===== src/rtl/core_pkg.sv =====
// Shared hazard-unit types: forwarding selects, hazard FSM states and a register-match helper.
// Latency: n/a (types and pure functions only).
// Backpressure: n/a.
package core_pkg;

   // EX operand mux select; encodings match the datapath mux ordering.
   typedef enum logic [1:0] {
      FWD_RF  = 2'b00,
      FWD_WB  = 2'b01,
      FWD_MEM = 2'b10
   } fwd_sel_t;

   typedef enum logic [1:0] {
      RUN      = 2'b00,
      MEM_WAIT = 2'b01,
      FAULT    = 2'b10
   } hz_state_t;

   // True when src names a real register (r0 is hardwired zero) equal to dst.
   function automatic logic reg_match(input logic [4:0] src, input logic [4:0] dst);
      return (src != 5'd0) && (src == dst);
   endfunction

endpackage


===== src/rtl/fwd_sel.sv =====
// Per-operand forwarding compare: EX operand select and Decode comparator bypass.
// Latency: combinational, zero cycles.
// Backpressure: none; pure function of current pipeline register contents.
// Ports: srce/srcd = operand source register in E/D; writeregm/w + regwritem/w = producers in M/W;
//        fwde = EX mux select (M beats W); fwdd = Decode bypass from aluoutM.
import core_pkg::*;

module fwd_sel (
   input  logic [4:0] srce,
   input  logic [4:0] srcd,
   input  logic [4:0] writeregm,
   input  logic       regwritem,
   input  logic [4:0] writeregw,
   input  logic       regwritew,
   output fwd_sel_t   fwde,
   output logic       fwdd
);

   // M holds the younger result, so it must win over W.
   always_comb begin
      fwde = FWD_RF;
      if (regwritem && reg_match(srce, writeregm))
         fwde = FWD_MEM;
      else if (regwritew && reg_match(srce, writeregw))
         fwde = FWD_WB;
   end

   assign fwdd = regwritem && reg_match(srcd, writeregm);

endmodule


===== src/rtl/hazard_ctrl.sv =====
// Pipeline hazard control: operand forwarding, load-use/branch/memory stalls, flushes, timeout fault.
// Latency: stall/flush/forward outputs combinational (zero cycles); fault and stallcnt registered.
// Backpressure: an outstanding data-memory access freezes F..M and bubbles W until memackM.
// Ports: rs/rt/writereg/regwrite/memtoreg per stage in; branchD/pcsrcD in; memreqM/memackM in;
//        stallcnt_clr in; forward*, stall*, flush*, fault, stallcnt out.
import core_pkg::*;

module hazard_ctrl #(
   parameter logic [7:0] MEM_TIMEOUT = 8'd255
) (
   input  logic        clk,
   input  logic        reset,
   input  logic [4:0]  rsD,
   input  logic [4:0]  rtD,
   input  logic [4:0]  rsE,
   input  logic [4:0]  rtE,
   input  logic [4:0]  writeregE,
   input  logic [4:0]  writeregM,
   input  logic [4:0]  writeregW,
   input  logic        regwriteE,
   input  logic        regwriteM,
   input  logic        regwriteW,
   input  logic        memtoregE,
   input  logic        memtoregM,
   input  logic        branchD,
   input  logic        pcsrcD,
   input  logic        memreqM,
   input  logic        memackM,
   input  logic        stallcnt_clr,
   output logic [1:0]  forwardAE,
   output logic [1:0]  forwardBE,
   output logic        forwardAD,
   output logic        forwardBD,
   output logic        stallF,
   output logic        stallD,
   output logic        stallE,
   output logic        stallM,
   output logic        flushD,
   output logic        flushE,
   output logic        flushW,
   output logic        fault,
   output logic [15:0] stallcnt
);

   hz_state_t  state;
   logic [7:0] waitcnt;
   fwd_sel_t   fwda_e;
   fwd_sel_t   fwdb_e;
   logic       lwstall;
   logic       brstall;
   logic       memstall;
   logic       mem_pending;

   fwd_sel u_fwd_a (
      .srce      (rsE),
      .srcd      (rsD),
      .writeregm (writeregM),
      .regwritem (regwriteM),
      .writeregw (writeregW),
      .regwritew (regwriteW),
      .fwde      (fwda_e),
      .fwdd      (forwardAD)
   );

   fwd_sel u_fwd_b (
      .srce      (rtE),
      .srcd      (rtD),
      .writeregm (writeregM),
      .regwritem (regwriteM),
      .writeregw (writeregW),
      .regwritew (regwriteW),
      .fwde      (fwdb_e),
      .fwdd      (forwardBD)
   );

   assign forwardAE = fwda_e;
   assign forwardBE = fwdb_e;

   // Load in E feeding either Decode operand: value not ready until after M.
   assign lwstall = memtoregE && (rtE != 5'd0) && ((rtE == rsD) || (rtE == rtD));

   // Branch compares in Decode, so it needs results that bypass from M at the latest.
   assign brstall = branchD &&
                    ((regwriteE && (reg_match(rsD, writeregE) || reg_match(rtD, writeregE))) ||
                     (memtoregM && (reg_match(rsD, writeregM) || reg_match(rtD, writeregM))));

   assign mem_pending = memreqM && !memackM;
   // A faulted pipeline stays frozen until reset.
   assign memstall    = (state == FAULT) ? 1'b1 : mem_pending;

   assign stallF = lwstall || brstall || memstall;
   assign stallD = stallF;
   assign stallE = memstall;
   assign stallM = memstall;
   assign flushW = memstall;
   // With M frozen, E must hold its instruction rather than take a bubble.
   assign flushE = (lwstall || brstall) && !memstall;
   // A taken branch under stall is re-evaluated once Decode is free to advance.
   assign flushD = pcsrcD && !stallD;

   assign fault = (state == FAULT);

   always_ff @(posedge clk or posedge reset) begin
      if (reset) begin
         state    <= RUN;
         waitcnt  <= 8'd0;
         stallcnt <= 16'd0;
      end else begin
         case (state)
            RUN: begin
               if (mem_pending) begin
                  state   <= MEM_WAIT;
                  waitcnt <= 8'd1;
               end
            end
            MEM_WAIT: begin
               if (memackM) begin
                  state   <= RUN;
                  waitcnt <= 8'd0;
               end else if (waitcnt == MEM_TIMEOUT) begin
                  state <= FAULT;
               end else if (waitcnt != 8'hFF) begin
                  waitcnt <= waitcnt + 8'd1;
               end
            end
            default: begin
               state <= FAULT;
            end
         endcase

         if (stallcnt_clr)
            stallcnt <= 16'd0;
         else if (stallF && (stallcnt != 16'hFFFF))
            stallcnt <= stallcnt + 16'd1;
      end
   end

endmodule

===== config.mk =====
export PLATFORM = sky130hd
export DESIGN_NAME = hazard_ctrl
export DESIGN_NICKNAME = d
export VERILOG_FILES = /design/src/rtl/core_pkg.sv /design/src/rtl/fwd_sel.sv /design/src/rtl/hazard_ctrl.sv
export SDC_FILE = /design/constraint.sdc
export NUM_CORES = 1
export LEC_CHECK = 0
export CORE_MARGIN = 4
export CORE_UTILIZATION = 42
export CTS_CLUSTER_DIAMETER = 200
export CTS_CLUSTER_SIZE = 25
export DETAILED_ROUTE_END_ITERATION = 10
export GPL_ROUTABILITY_DRIVEN = 1
export PLACE_DENSITY = 0.83
export SYNTH_ARGS = -nofsm -noshare
export SYNTH_HDL_FRONTEND = slang
export SYNTH_SLANG_ARGS = --single-unit

===== constraint.sdc =====
create_clock -name clk -period 2.4 [get_ports clk]
set_input_delay 0.48 -clock clk [delete_from_list [all_inputs] [get_ports clk]]
set_output_delay 0.48 -clock clk [all_outputs]
set_load 0.05 [all_outputs]

# After elaboration in Yosys (flattened, before gate mapping)
# Index checks and enable logic that the tools add are counted.
# Widths: inputs -> output; s select.
# classes
n_eq_ne	19
add_sub_neg	2
mux	16
reduce_logical	41
# ops
op	n
$eq 5x5->1	10
$mux 16	2
$mux 8	4
$logic_and 1x1->1	23
$reduce_bool 5->1	4
$add 16x1->16 const B	1
$ne 16x16->1 const B	1
$pmux 8 s2	1
$mux 2	5
$ne 3x3->1 const B	3
$add 8x1->8 const B	1
$eq 8x8->1 const B	1
$ne 8x8->1 const B	1
$logic_or 1x1->1	6
$pmux 2 s2	1
$reduce_and 4->1	1
$reduce_bool 2->1	2
$logic_not 1->1	3
$mux 1	3
$eq 2x1->1 const B	1
$eq 2x2->1 const B	1
$logic_not 2->1	1
$ne 2x2->1 const B	1
$reduce_and 2->1	1
# word_totals
word_cells	81
ff_bits	26
in_bits	47

# Longest topological paths before layout
# Gate-level depths: netlist of run 1.
# depth
word_depth	11
ltp_mapped	9
depth_no_buf	7

# Cells and area by module
# Synthesis of run 1 repeated with hierarchy kept, for this count alone.
# unflattened
hier_cells	279
hier_area_um2	2344.7
# modules_own_cells
module	cells_each	area_each_um2	seq_area_each_um2	n_inst
hazard_ctrl	223	1916.8	650.6	1
fwd_sel	28	214.0	0.0	2

# Least setup slack after synthesis of run 1
# OpenSTA, ideal clock, no wires.
# synth_path
path_type	input -> output
from	input rtE[0]
to	output forwardBE[0]
path_stages	5
required_time_ps	1920
arrival_time_ps	3264
slack_ps	-1344
n_path_buf	1
path_cell_list	clkbuf_1 -> or4_1 -> nor2_1 -> nor4_1 -> nor4_1
# synth_via
elab_chain_cells	5
elab_cells_between_ends	9
# synth_rtl
item	line	source
start: declaration	hazard_ctrl.sv:16	input logic [4:0] rtE,
$eq 5x5->1 or $reduce_bool 5->1 (tied branches)	core_pkg.sv:21	return (src != 5'd0) && (src == dst);
$logic_and 1x1->1	core_pkg.sv:21	
$logic_and 1x1->1	fwd_sel.sv:24	else if (regwritew && reg_match(srce, writeregw))
$mux 1	fwd_sel.sv:24	
$mux 2 (*)	fwd_sel.sv:22	if (regwritem && reg_match(srce, writeregm))
end: declaration	hazard_ctrl.sv:31	output logic [1:0] forwardBE,
# Every way passes the cells marked *; elsewhere a longest branch is shown, timed or not.

# Final worst setup path of run 1
# layout_path
from	input rsD[3]
to	output flushD
# layout_via
elab_chain_cells	10
elab_cells_between_ends	18
# layout_rtl
item	line	source
start: declaration	hazard_ctrl.sv:13	input logic [4:0] rsD,
$eq 5x5->1 or $reduce_bool 5->1 (tied branches)	core_pkg.sv:21	
$logic_and 1x1->1	core_pkg.sv:21	
$logic_or 1x1->1 (on tied branches)	hazard_ctrl.sv:84, hazard_ctrl.sv:85	
$logic_and 1x1->1 (on tied branches)	hazard_ctrl.sv:84, hazard_ctrl.sv:85	
$logic_or 1x1->1	hazard_ctrl.sv:84	((regwriteE && (reg_match(rsD, writeregE) || reg_match(rtD, writeregE))) ||
$logic_and 1x1->1	hazard_ctrl.sv:83	assign brstall = branchD &&
$logic_or 1x1->1 (*) (2 in series)	hazard_ctrl.sv:91	assign stallF = lwstall || brstall || memstall;
$logic_not 1->1 (*)	hazard_ctrl.sv:99	assign flushD = pcsrcD && !stallD;
$logic_and 1x1->1 (*)	hazard_ctrl.sv:99	
end: declaration	hazard_ctrl.sv:38	output logic flushD,
# Marks and branches as above.

==> results of run 1 <==
[power breakdown]
part / switching, uW / total, uW / internal, uW
logic: 241 / 478 / 238
registers: 11.2 / 458 / 446
clock network: 136 / 283 / 147
total: 388 / 1220 / 831
[flip-flops by register name (all words and copies together) (netlist names)]
| register | flops |
|---|---|
| state | 2 |
| waitcnt | 8 |
| stallcnt | 16 |
[routing by layer]
| layer | global-route usage [%] | vias to the layer above |
|---|---|---|
| met1 | 24.9 | 1140 |
| met4 | 7.14 | 0 |
| met3 | 2.49 | 11 |
| li1 | - | 1168 |
| met2 | 39.4 | 73 |
| met5 | 0 | - |
[final timing paths]
kind	endpoint	depth (start not counted)
min reg2reg	waitcnt[1]$_DFFE_PP0P_	2
min	waitcnt[1]$_DFFE_PP0P_	2
max	flushD	8
max in group asynchronous	waitcnt[5]$_DFFE_PP0P_	3
min in group asynchronous	stallcnt[11]$_DFFE_PP0P_	3
max reg2reg	waitcnt[7]$_DFFE_PP0P_	8
[cells in the final DEF (no fill, tap or decap), types with 3 or more instances in the layout]
cell type                         synthesis  routed
sky130_fd_sc_hd__nor2_1                  27      23
sky130_fd_sc_hd__a21oi_1                  5       4
sky130_fd_sc_hd__dfrtp_1                 26      26
sky130_fd_sc_hd__clkbuf_8                 0       4
sky130_fd_sc_hd__dlygate4sd2_1            0       9
sky130_fd_sc_hd__and3_1                  14      14
sky130_fd_sc_hd__nand2_1                 11      11
sky130_fd_sc_hd__nor4_4                   0       5
sky130_fd_sc_hd__nor2b_1                 13      12
sky130_fd_sc_hd__nor2_4                   1       5
sky130_fd_sc_hd__buf_2                    0       5
sky130_fd_sc_hd__mux2_4                   9       9
sky130_fd_sc_hd__or4_4                    0       4
sky130_fd_sc_hd__xor2_1                  18      16
sky130_fd_sc_hd__clkdlybuf4s50_1          0      33
sky130_fd_sc_hd__clkbuf_2                 0       6
sky130_fd_sc_hd__o21ai_0                 15      13
sky130_fd_sc_hd__xnor2_1                 32      26
sky130_fd_sc_hd__nand4_1                  8       8
sky130_fd_sc_hd__buf_6                    2       9
sky130_fd_sc_hd__nor3_2                   7      10
sky130_fd_sc_hd__or3_1                    3       3
sky130_fd_sc_hd__inv_1                    4       4
sky130_fd_sc_hd__buf_4                    4      53
sky130_fd_sc_hd__nand2b_1                 7       7
sky130_fd_sc_hd__xnor2_2                  0       6
sky130_fd_sc_hd__nand3_1                 12      10
sky130_fd_sc_hd__buf_12                   0      10
sky130_fd_sc_hd__clkdlybuf4s15_1          0       4
[synthesized netlist by cell type, types with 8 or more instances]
cell,number,area (um^2)
sky130_fd_sc_hd__and3_1,14,87.6
sky130_fd_sc_hd__xor2_1,18,158
sky130_fd_sc_hd__nand3_1,12,60.1
sky130_fd_sc_hd__nor2b_1,13,81.3
sky130_fd_sc_hd__mux2_4,9,135
sky130_fd_sc_hd__xnor2_1,32,280
sky130_fd_sc_hd__o21ai_0,15,75.1
sky130_fd_sc_hd__dfrtp_1,26,651
sky130_fd_sc_hd__clkbuf_1,10,37.5
sky130_fd_sc_hd__nand2_1,11,41.3
sky130_fd_sc_hd__nand4_1,8,50.1
sky130_fd_sc_hd__nor2_1,27,101
[tightest hold or removal path, delay by kind of cell, from the launching register on]
kind	cells	cell delay [ns]
AOI/OAI and AO/OA	1	0.06
DFF	1	0.37
and+or+nand+nor	1	0.06
[timing repair]
item | CTS | global route
setup buffers | 5 | 1
hold buffers | 0 | 0
endpoints found under the hold margin | 0 | 0
gates resized for setup | 83 | 36
pin swaps | 24 | 23
endpoints found under the setup margin | 26 | 24
[per-stage QoR]
step	std cells	utilization, %	setup WS, ns	total power, uW
2_1_floorplan	267	-	-0.452	690
3_3_place_gp	449	69.4	-0.639	907
3_5_place_dp	449	69.4	-0.662	916
4_1_cts	457	72.3	-0.271	1210
5_1_grt	456	73.5	-0.323	1280
6_report	456	73.5	-0.279	1220
[logic make-up (layout without fill, tap and decap cells)]
logic type	Yosys count	in the layout	synth area share, %
AND/OR/NAND/NOR	127	127	31.9
multiplexers	12	12	7.24
buffers and inverters	20	139	4.54
XOR/XNOR	50	50	18.9
flip-flops	26	26	28.1
AO/OA/AOI/OAI	30	30	8.26
adder cells (fa/ha/maj)	2	2	1.08
[final cells by class]
class	count	area, um^2	area share [%]
multi-input cells	221	1820	47.1
repair buffers	131	1230	31.9
flip-flops and latches	26	651	16.9
well taps	70	87.6	2.27
clock buffers	4	55.1	1.43
inverters	4	15.0	0.390
==> report_table.html, run 1 <==
<table>
<tr><th>Metric</th><th>Value</th></tr>
<tr><th colspan="2">Status</th></tr>
<tr><td>Run status</td><td>finished with violations</td></tr>
<tr><td>Violated checks</td><td>setup timing</td></tr>
<tr><th colspan="2">CTS</th></tr>
<tr><td>TritonCTS clock tree</td><td>done</td></tr>
<tr><td>Number of clock sinks</td><td>26</td></tr>
<tr><td>Later-pin clock latency in the skew report</td><td>0.27 ns</td></tr>
<tr><td>Total clock buffers created by CTS</td><td>3</td></tr>
<tr><td>Clock Tree Root</td><td>sky130_fd_sc_hd__clkbuf_8</td></tr>
<tr><td>Number of levels in the clock H-tree</td><td>1</td></tr>
<tr><td>Longest Clk Path Bufs</td><td>2</td></tr>
<tr><td>Clock edge transition at the registers on the reported setup and hold paths</td><td>0.08 ns</td></tr>
<tr><th colspan="2">Power</th></tr>
<tr><td>Power per standard cell area</td><td>316 mW/mm^2</td></tr>
<tr><td>Peak ir drop on the vdd network</td><td>0.000280 V</td></tr>
<tr><td>Leakage power of the design</td><td>0.00166 uW</td></tr>
<tr><th colspan="2">STA</th></tr>
<tr><td>Number of pins exceeding their max-slew limit in the final report</td><td>0</td></tr>
<tr><td>Setup ws final</td><td>-0.279 ns</td></tr>
<tr><td>F_max</td><td>373 MHz</td></tr>
<tr><td>Worst Clk Skew</td><td>0.00693 ns</td></tr>
<tr><td>Final worst path period need</td><td>2.68 ns</td></tr>
<tr><td>Total Neg Setup Slack</td><td>-1.06 ns</td></tr>
<tr><td>Slew of the pin with the lowest slew margin</td><td>0.504 ns</td></tr>
<tr><td>Final setup vio count</td><td>14</td></tr>
<tr><td>Max-slew headroom</td><td>66.3%</td></tr>
<tr><td>Final Hold Violating Endpoints</td><td>0</td></tr>
<tr><td>Fin Hold WS</td><td>0.516 ns</td></tr>
<tr><td>RSZ-0062 raised after global routing</td><td>yes</td></tr>
<tr><td>Share of the clock period used by the worst path after layout</td><td>112%</td></tr>
<tr><th colspan="2">Floorplan</th></tr>
<tr><td>Num ports</td><td>77</td></tr>
<tr><td>Die height</td><td>82.3 um</td></tr>
<tr><td>Initial core utilization</td><td>44.2%</td></tr>
<tr><td>Die width</td><td>82.3 um</td></tr>
<tr><td>Area of the die</td><td>0.00677 mm^2</td></tr>
<tr><td>Core Area</td><td>0.00524 mm^2</td></tr>
<tr><td>Placement row count</td><td>26</td></tr>
<tr><th colspan="2">Setup path</th></tr>
<tr><td>CP bufs+invs</td><td>2</td></tr>
<tr><td>Library cell contributing the largest single delay on the critical path</td><td>sky130_fd_sc_hd__or4_4</td></tr>
<tr><td>Arrival time of the worst setup path</td><td>2.20 ns</td></tr>
<tr><td>Kind of launch point of the worst setup path</td><td>primary input</td></tr>
<tr><td>Critical Path RT</td><td>1.92 ns</td></tr>
<tr><td>Ordered list of cells on the worst path</td><td>buf_6 &gt; or4_4 &gt; nor2_4 &gt; nor4_4 &gt; o211a_4 &gt; nor4b_4 &gt; and2_4 &gt; buf_12</td></tr>
<tr><td>Setup slack of the most critical reg-to-reg path</td><td>0.10 ns</td></tr>
<tr><td>Worst setup startpoint</td><td>rsD[3]</td></tr>
<tr><td>Crit path kind</td><td>primary input to output pin</td></tr>
<tr><td>Maximum fanout along the worst path</td><td>3</td></tr>
<tr><td>Origin of the critical flop-to-flop path</td><td>waitcnt[0]$_DFFE_PP0P_</td></tr>
<tr><td>Largest delay contributor family on the critical path</td><td>simple AND/OR/NAND/NOR gates</td></tr>
<tr><td>Critical path endpoint category</td><td>output pin</td></tr>
<tr><td>Largest stage delay, worst path</td><td>0.55 ns</td></tr>
<tr><th colspan="2">Detailed routing</th></tr>
<tr><td>Metal1 wirelength</td><td>2860 um</td></tr>
<tr><td>Highest metal layer used by the detailed router</td><td>met4</td></tr>
<tr><td>Initial DRC count</td><td>47</td></tr>
<tr><td>Antenna viol nets, final</td><td>0</td></tr>
<tr><td>Met3 routed wirelength</td><td>454 um</td></tr>
<tr><td>Total vias in the final route</td><td>2392</td></tr>
<tr><td>Met2 WL post-DR</td><td>3730 um</td></tr>
<tr><td>Via-per-instance ratio</td><td>5.25</td></tr>
<tr><td>Total wire length after detailed routing</td><td>7180 um</td></tr>
<tr><td>Count of unresolved DRC violations after routing</td><td>0</td></tr>
<tr><td>First drt pass iteration count</td><td>4</td></tr>
<tr><td>Wirelength per Cell</td><td>15.8 um</td></tr>
<tr><th colspan="2">Min path</th></tr>
<tr><td>Hold wc startpoint</td><td>waitcnt[1]$_DFFE_PP0P_</td></tr>
<tr><td>Worst Hold Class</td><td>flop to flop</td></tr>
<tr><th colspan="2">Synth</th></tr>
<tr><td>Syn nets</td><td>316</td></tr>
<tr><td>Gate Count Post-Synth</td><td>267</td></tr>
<tr><td>Warnings from Yosys</td><td>0</td></tr>
<tr><td>Number of enable flip-flop cells after synthesis</td><td>0</td></tr>
<tr><td>Flip-flop cell with the highest count after synthesis</td><td>sky130_fd_sc_hd__dfrtp_1</td></tr>
<tr><td>Post-Synthesis Mean Instance Area</td><td>8.68 um^2</td></tr>
<tr><td>Share of async-settable or async-resettable flops after synthesis</td><td>100%</td></tr>
<tr><td>Post-synthesis sequential area ratio</td><td>28.1%</td></tr>
<tr><td>Count of state elements after synthesis</td><td>26</td></tr>
<tr><td>Count of unique library cells instantiated by Yosys</td><td>42</td></tr>
<tr><td>Combined area of all synthesized cells</td><td>0.00232 mm^2</td></tr>
<tr><th colspan="2">Run</th></tr>
<tr><td>Max capacitance violation total</td><td>0</td></tr>
<tr><th colspan="2">Place</th></tr>
<tr><td>Gp weighted congestion</td><td>0.857</td></tr>
<tr><td>Count of input and output buffers</td><td>76</td></tr>
<tr><td>Placed wire-length estimate after detailed placement</td><td>5370 um</td></tr>
<tr><td>Post-placement cell area</td><td>0.00363 mm^2</td></tr>
<tr><th colspan="2">Final layout</th></tr>
<tr><td>Final Net Count</td><td>436</td></tr>
<tr><td>Fin area</td><td>0.00385 mm^2</td></tr>
<tr><td>Layout fillers</td><td>373</td></tr>
<tr><td>Number of diodes</td><td>0</td></tr>
<tr><td>Layout Area Growth over Synthesis</td><td>66.2%</td></tr>
<tr><td>Ratio of cells with drive above 1 in the final layout</td><td>37.0%</td></tr>
<tr><th colspan="2">GRT</th></tr>
<tr><td>Global route total overflow</td><td>0</td></tr>
<tr><td>GRT Resource Usage Total</td><td>21.2%</td></tr>
<tr><td>Initial antenna violation count</td><td>0</td></tr>
<tr><td>Wire length of the first global-routing pass</td><td>11300 um</td></tr>
<tr><td>Vias in the first global route</td><td>2486</td></tr>
<tr><td>Largest net degree at the start of global routing</td><td>29</td></tr>
</table>
No activity file was read; power rests on OpenSTA's default activity.
==> run 2: changes to the inputs <==
--- a/config.mk
+++ b/config.mk
@@ -5,6 +5,7 @@
 export SDC_FILE = /design/constraint.sdc
 export NUM_CORES = 1
 export LEC_CHECK = 0
+export CORE_ASPECT_RATIO = 0.7
 export CORE_MARGIN = 4
 export CORE_UTILIZATION = 42
 export CTS_CLUSTER_DIAMETER = 200
@@ -12,6 +13,7 @@
 export DETAILED_ROUTE_END_ITERATION = 10
 export GPL_ROUTABILITY_DRIVEN = 1
 export PLACE_DENSITY = 0.83
+export SLEW_MARGIN = 20
 export SYNTH_ARGS = -nofsm -noshare
 export SYNTH_HDL_FRONTEND = slang
 export SYNTH_SLANG_ARGS = --single-unit
==> report_table.html, run 2 (synthesis gave the netlist of run 1 again) <==
<table>
<tr><th>Metric</th><th>Value</th></tr>
<tr><th colspan="2">Final layout</th></tr>
<tr><td>Commonest cells after routing, fill and taps aside</td><td>sky130_fd_sc_hd__buf_4 (49), sky130_fd_sc_hd__clkdlybuf4s50_1 (32), sky130_fd_sc_hd__xnor2_1 (29), sky130_fd_sc_hd__dfrtp_1 (26), sky130_fd_sc_hd__nor2_1 (24)</td></tr>
<tr><td>Ratio of cells with drive above 1 in the final layout</td><td>38.2% (+1.2 points)</td></tr>
<tr><td>Most common cell after layout, fill and taps aside</td><td>sky130_fd_sc_hd__buf_4</td></tr>
<tr><td>Layout fillers</td><td>405 (+8.6%)</td></tr>
<tr><td>Number of diodes</td><td>0 (unchanged)</td></tr>
<tr><td>Layout Area Growth over Synthesis</td><td>68.0%</td></tr>
<tr><td>Total area of multi-input combinational cells</td><td>0.00182 mm^2 (+0.34%)</td></tr>
<tr><td>Final Net Count</td><td>441 (+1.1%)</td></tr>
<tr><td>Flip-flop and latch area</td><td>651 um^2 (unchanged)</td></tr>
<tr><td>Registers with the most flip-flops</td><td>stallcnt: 16 flops, waitcnt: 8 flops, state: 2 flops</td></tr>
<tr><td>Final core utilization</td><td>73.7% (+0.12 points)</td></tr>
<tr><td>Most flop-heavy register</td><td>stallcnt</td></tr>
<tr><td>Number of flip-flops in the largest register</td><td>16 (unchanged)</td></tr>
<tr><th colspan="2">STA</th></tr>
<tr><td>Total Neg Setup Slack</td><td>-1.79 ns (-0.737 ns)</td></tr>
<tr><td>Share of the clock period used by the worst path after layout</td><td>114% (+2.0 points)</td></tr>
<tr><td>Number of pins exceeding their max-slew limit in the final report</td><td>0 (unchanged)</td></tr>
<tr><td>Setup ws final</td><td>-0.326 ns (-0.0469 ns)</td></tr>
<tr><td>F_max</td><td>367 MHz (-1.7%)</td></tr>
<tr><td>Worst Clk Skew</td><td>0.00243 ns (-0.00449 ns)</td></tr>
<tr><td>Final setup vio count</td><td>17 (+3)</td></tr>
<tr><td>Final worst path period need</td><td>2.73 ns (+0.0469 ns)</td></tr>
<tr><td>RSZ-0062 raised after global routing</td><td>yes</td></tr>
<tr><td>Max-slew headroom</td><td>51.3% (-15 points)</td></tr>
<tr><td>Final Hold Violating Endpoints</td><td>0 (unchanged)</td></tr>
<tr><td>Slew of the pin with the lowest slew margin</td><td>0.730 ns (+0.226 ns)</td></tr>
<tr><th colspan="2">Detailed routing</th></tr>
<tr><td>First drt pass iteration count</td><td>4 (unchanged)</td></tr>
<tr><td>Total wire length after detailed routing</td><td>7510 um (+4.5%)</td></tr>
<tr><td>Via-per-instance ratio</td><td>5.26 (+0.27%)</td></tr>
<tr><td>Wirelength per Cell</td><td>16.3 um (+3.2%)</td></tr>
<tr><td>Initial DRC count</td><td>139 (+200%)</td></tr>
<tr><td>Count of unresolved DRC violations after routing</td><td>0 (unchanged)</td></tr>
<tr><td>Antenna viol nets, final</td><td>0 (unchanged)</td></tr>
<tr><td>Total vias in the final route</td><td>2430 (+1.6%)</td></tr>
<tr><th colspan="2">Floorplan</th></tr>
<tr><td>Die width</td><td>96.8 um (+18%)</td></tr>
<tr><td>Num ports</td><td>77 (unchanged)</td></tr>
<tr><td>Die height</td><td>70.1 um (-15%)</td></tr>
<tr><td>Initial core utilization</td><td>43.8% (-0.40 points)</td></tr>
<tr><td>Core Area</td><td>0.00529 mm^2 (+0.91%)</td></tr>
<tr><td>Placement row count</td><td>22 (-15%)</td></tr>
<tr><td>Area of the die</td><td>0.00679 mm^2 (+0.29%)</td></tr>
<tr><th colspan="2">Place</th></tr>
<tr><td>Post-placement setup slack</td><td>-0.775 ns (-0.113 ns)</td></tr>
<tr><td>Count of input and output buffers</td><td>76 (unchanged)</td></tr>
<tr><td>Placed wire-length estimate after detailed placement</td><td>5870 um (+9.4%)</td></tr>
<tr><td>Gp weighted congestion</td><td>0.957 (+12%)</td></tr>
<tr><th colspan="2">Setup path</th></tr>
<tr><td>Crit path kind</td><td>primary input to output pin</td></tr>
<tr><td>Critical Path RT</td><td>1.92 ns (about the same)</td></tr>
<tr><td>Kind of launch point of the worst setup path</td><td>primary input</td></tr>
<tr><td>Maximum fanout along the worst path</td><td>5 (+2)</td></tr>
<tr><td>Critical path endpoint category</td><td>output pin</td></tr>
<tr><td>Arrival time of the worst setup path</td><td>2.25 ns (+0.05 ns)</td></tr>
<tr><td>Setup slack of the most critical reg-to-reg path</td><td>0.14 ns (+0.04 ns)</td></tr>
<tr><th colspan="2">Min path</th></tr>
<tr><td>Worst Hold Class</td><td>flop to flop</td></tr>
<tr><th colspan="2">Power</th></tr>
<tr><td>Power per standard cell area</td><td>309 mW/mm^2 (-2.3%)</td></tr>
<tr><td>Peak ir drop on the vdd network</td><td>0.000252 V (-10%)</td></tr>
<tr><td>Leakage power of the design</td><td>0.00168 uW (+0.94%)</td></tr>
<tr><td>Post-route total power</td><td>1200 uW (-1.2%)</td></tr>
<tr><th colspan="2">GRT</th></tr>
<tr><td>Wire length of the first global-routing pass</td><td>12000 um (+5.9%)</td></tr>
<tr><td>Vias in the first global route</td><td>2409 (-3.1%)</td></tr>
<tr><td>Largest net degree at the start of global routing</td><td>29 (unchanged)</td></tr>
<tr><td>Initial antenna violation count</td><td>0 (unchanged)</td></tr>
<tr><td>GRT Resource Usage Total</td><td>21.3% (+0.14 points)</td></tr>
<tr><td>Global route total overflow</td><td>0 (unchanged)</td></tr>
<tr><th colspan="2">CTS</th></tr>
<tr><td>Clock edge transition at the registers on the reported setup and hold paths</td><td>0.08 ns (about the same)</td></tr>
<tr><td>Clock Tree Root</td><td>sky130_fd_sc_hd__clkbuf_8</td></tr>
<tr><td>TritonCTS clock tree</td><td>done</td></tr>
<tr><td>Number of clock sinks</td><td>26 (unchanged)</td></tr>
<tr><td>Total clock buffers created by CTS</td><td>3 (unchanged)</td></tr>
<tr><td>Longest Clk Path Bufs</td><td>2 (unchanged)</td></tr>
<tr><td>Later-pin clock latency in the skew report</td><td>0.27 ns (about the same)</td></tr>
<tr><td>Hold Buf Count CTS</td><td>0 (unchanged)</td></tr>
<tr><td>Number of levels in the clock H-tree</td><td>1 (unchanged)</td></tr>
<tr><th colspan="2">Status</th></tr>
<tr><td>Violated checks</td><td>setup timing</td></tr>
<tr><td>Run status</td><td>finished with violations</td></tr>
<tr><th colspan="2">Run</th></tr>
<tr><td>Max capacitance violation total</td><td>0 (unchanged)</td></tr>
</table>
run 2: changes by cell type in the layout (fill, tap and decap cells not counted), sizes merged:
cell and change:
clkdlybuf4s50 -1, dlygate4sd2 -4, clkdlybuf4s15 -1, buf +10
run 2: worst max-delay path, cell delays in order:
cell and delay (ns):
sky130_fd_sc_hd__buf_6 0.10, sky130_fd_sc_hd__or4_4 0.54, sky130_fd_sc_hd__nor2_4 0.16, sky130_fd_sc_hd__nor4_4 0.05, sky130_fd_sc_hd__o211a_4 0.26, sky130_fd_sc_hd__nor4b_4 0.20, sky130_fd_sc_hd__buf_4 0.17, sky130_fd_sc_hd__and2_4 0.15
sky130_fd_sc_hd__buf_12 0.13
run 2: routing by layer:
metal | global-route usage [%] | part of all wire [%] | vias to the layer above
li1 | - | - | 1177
met5 | 0 | 0 | -
met3 | 4.29 | 5.0 | 6
met4 | 3.12 | 0.45 | 0
met2 | 34.6 | 49 | 61
met1 | 29.9 | 46 | 1186
run 2: final timing paths:
check / startpoint / to / cells after the start
setup / recovery: rsD[4] / flushD / 9
hold / removal: waitcnt[7]$_DFFE_PP0P_ / waitcnt[7]$_DFFE_PP0P_ / 1
setup reg to reg: stallcnt[0]$_DFFE_PP0P_ / stallcnt[3]$_DFFE_PP0P_ / 6
hold reg to reg: waitcnt[7]$_DFFE_PP0P_ / waitcnt[7]$_DFFE_PP0P_ / 1
max in group asynchronous: reset / stallcnt[0]$_DFFE_PP0P_ / 3
min in group asynchronous: reset / waitcnt[0]$_DFFE_PP0P_ / 3
run 2: final cells by class:
| cell class | count | area share [%] |
|---|---|---|
| Sequential cell | 26 | 16.7 |
| Tap cell | 72 | 2.31 |
| Inverter | 4 | 0.386 |
| Multi-Input combinational cell | 221 | 46.8 |
| Timing Repair Buffer | 136 | 32.7 |
| Clock buffer | 3 | 1.06 |
run 2: where the power goes:
| group | leakage, uW | switching, uW | internal, uW |
|---|---|---|---|
| clock | 0.0000216 | 136 | 113 |
| combinational | 0.00130 | 247 | 250 |
| sequential | 0.000358 | 11.4 | 446 |
| total | 0.00168 | 394 | 809 |
run 2: through the flow:
step / instances / cell area [um^2] / hold slack [ns]
floorplan: 267 / 2390 / 0.440
global placement: 449 / 3620 / 0.473
detailed placement: 449 / 3620 / 0.476
CTS: 456 / 3810 / 0.492
global route: 462 / 3890 / 0.523
finish: 462 / 3890 / 0.499
run 2: repair_timing:
action | CTS | global route
pin swaps | 31 | 19
gates cloned | 0 | 0
buffers inserted | 4 | 6
resized for setup | 117 | 29
endpoints found under the setup margin | 26 | 24
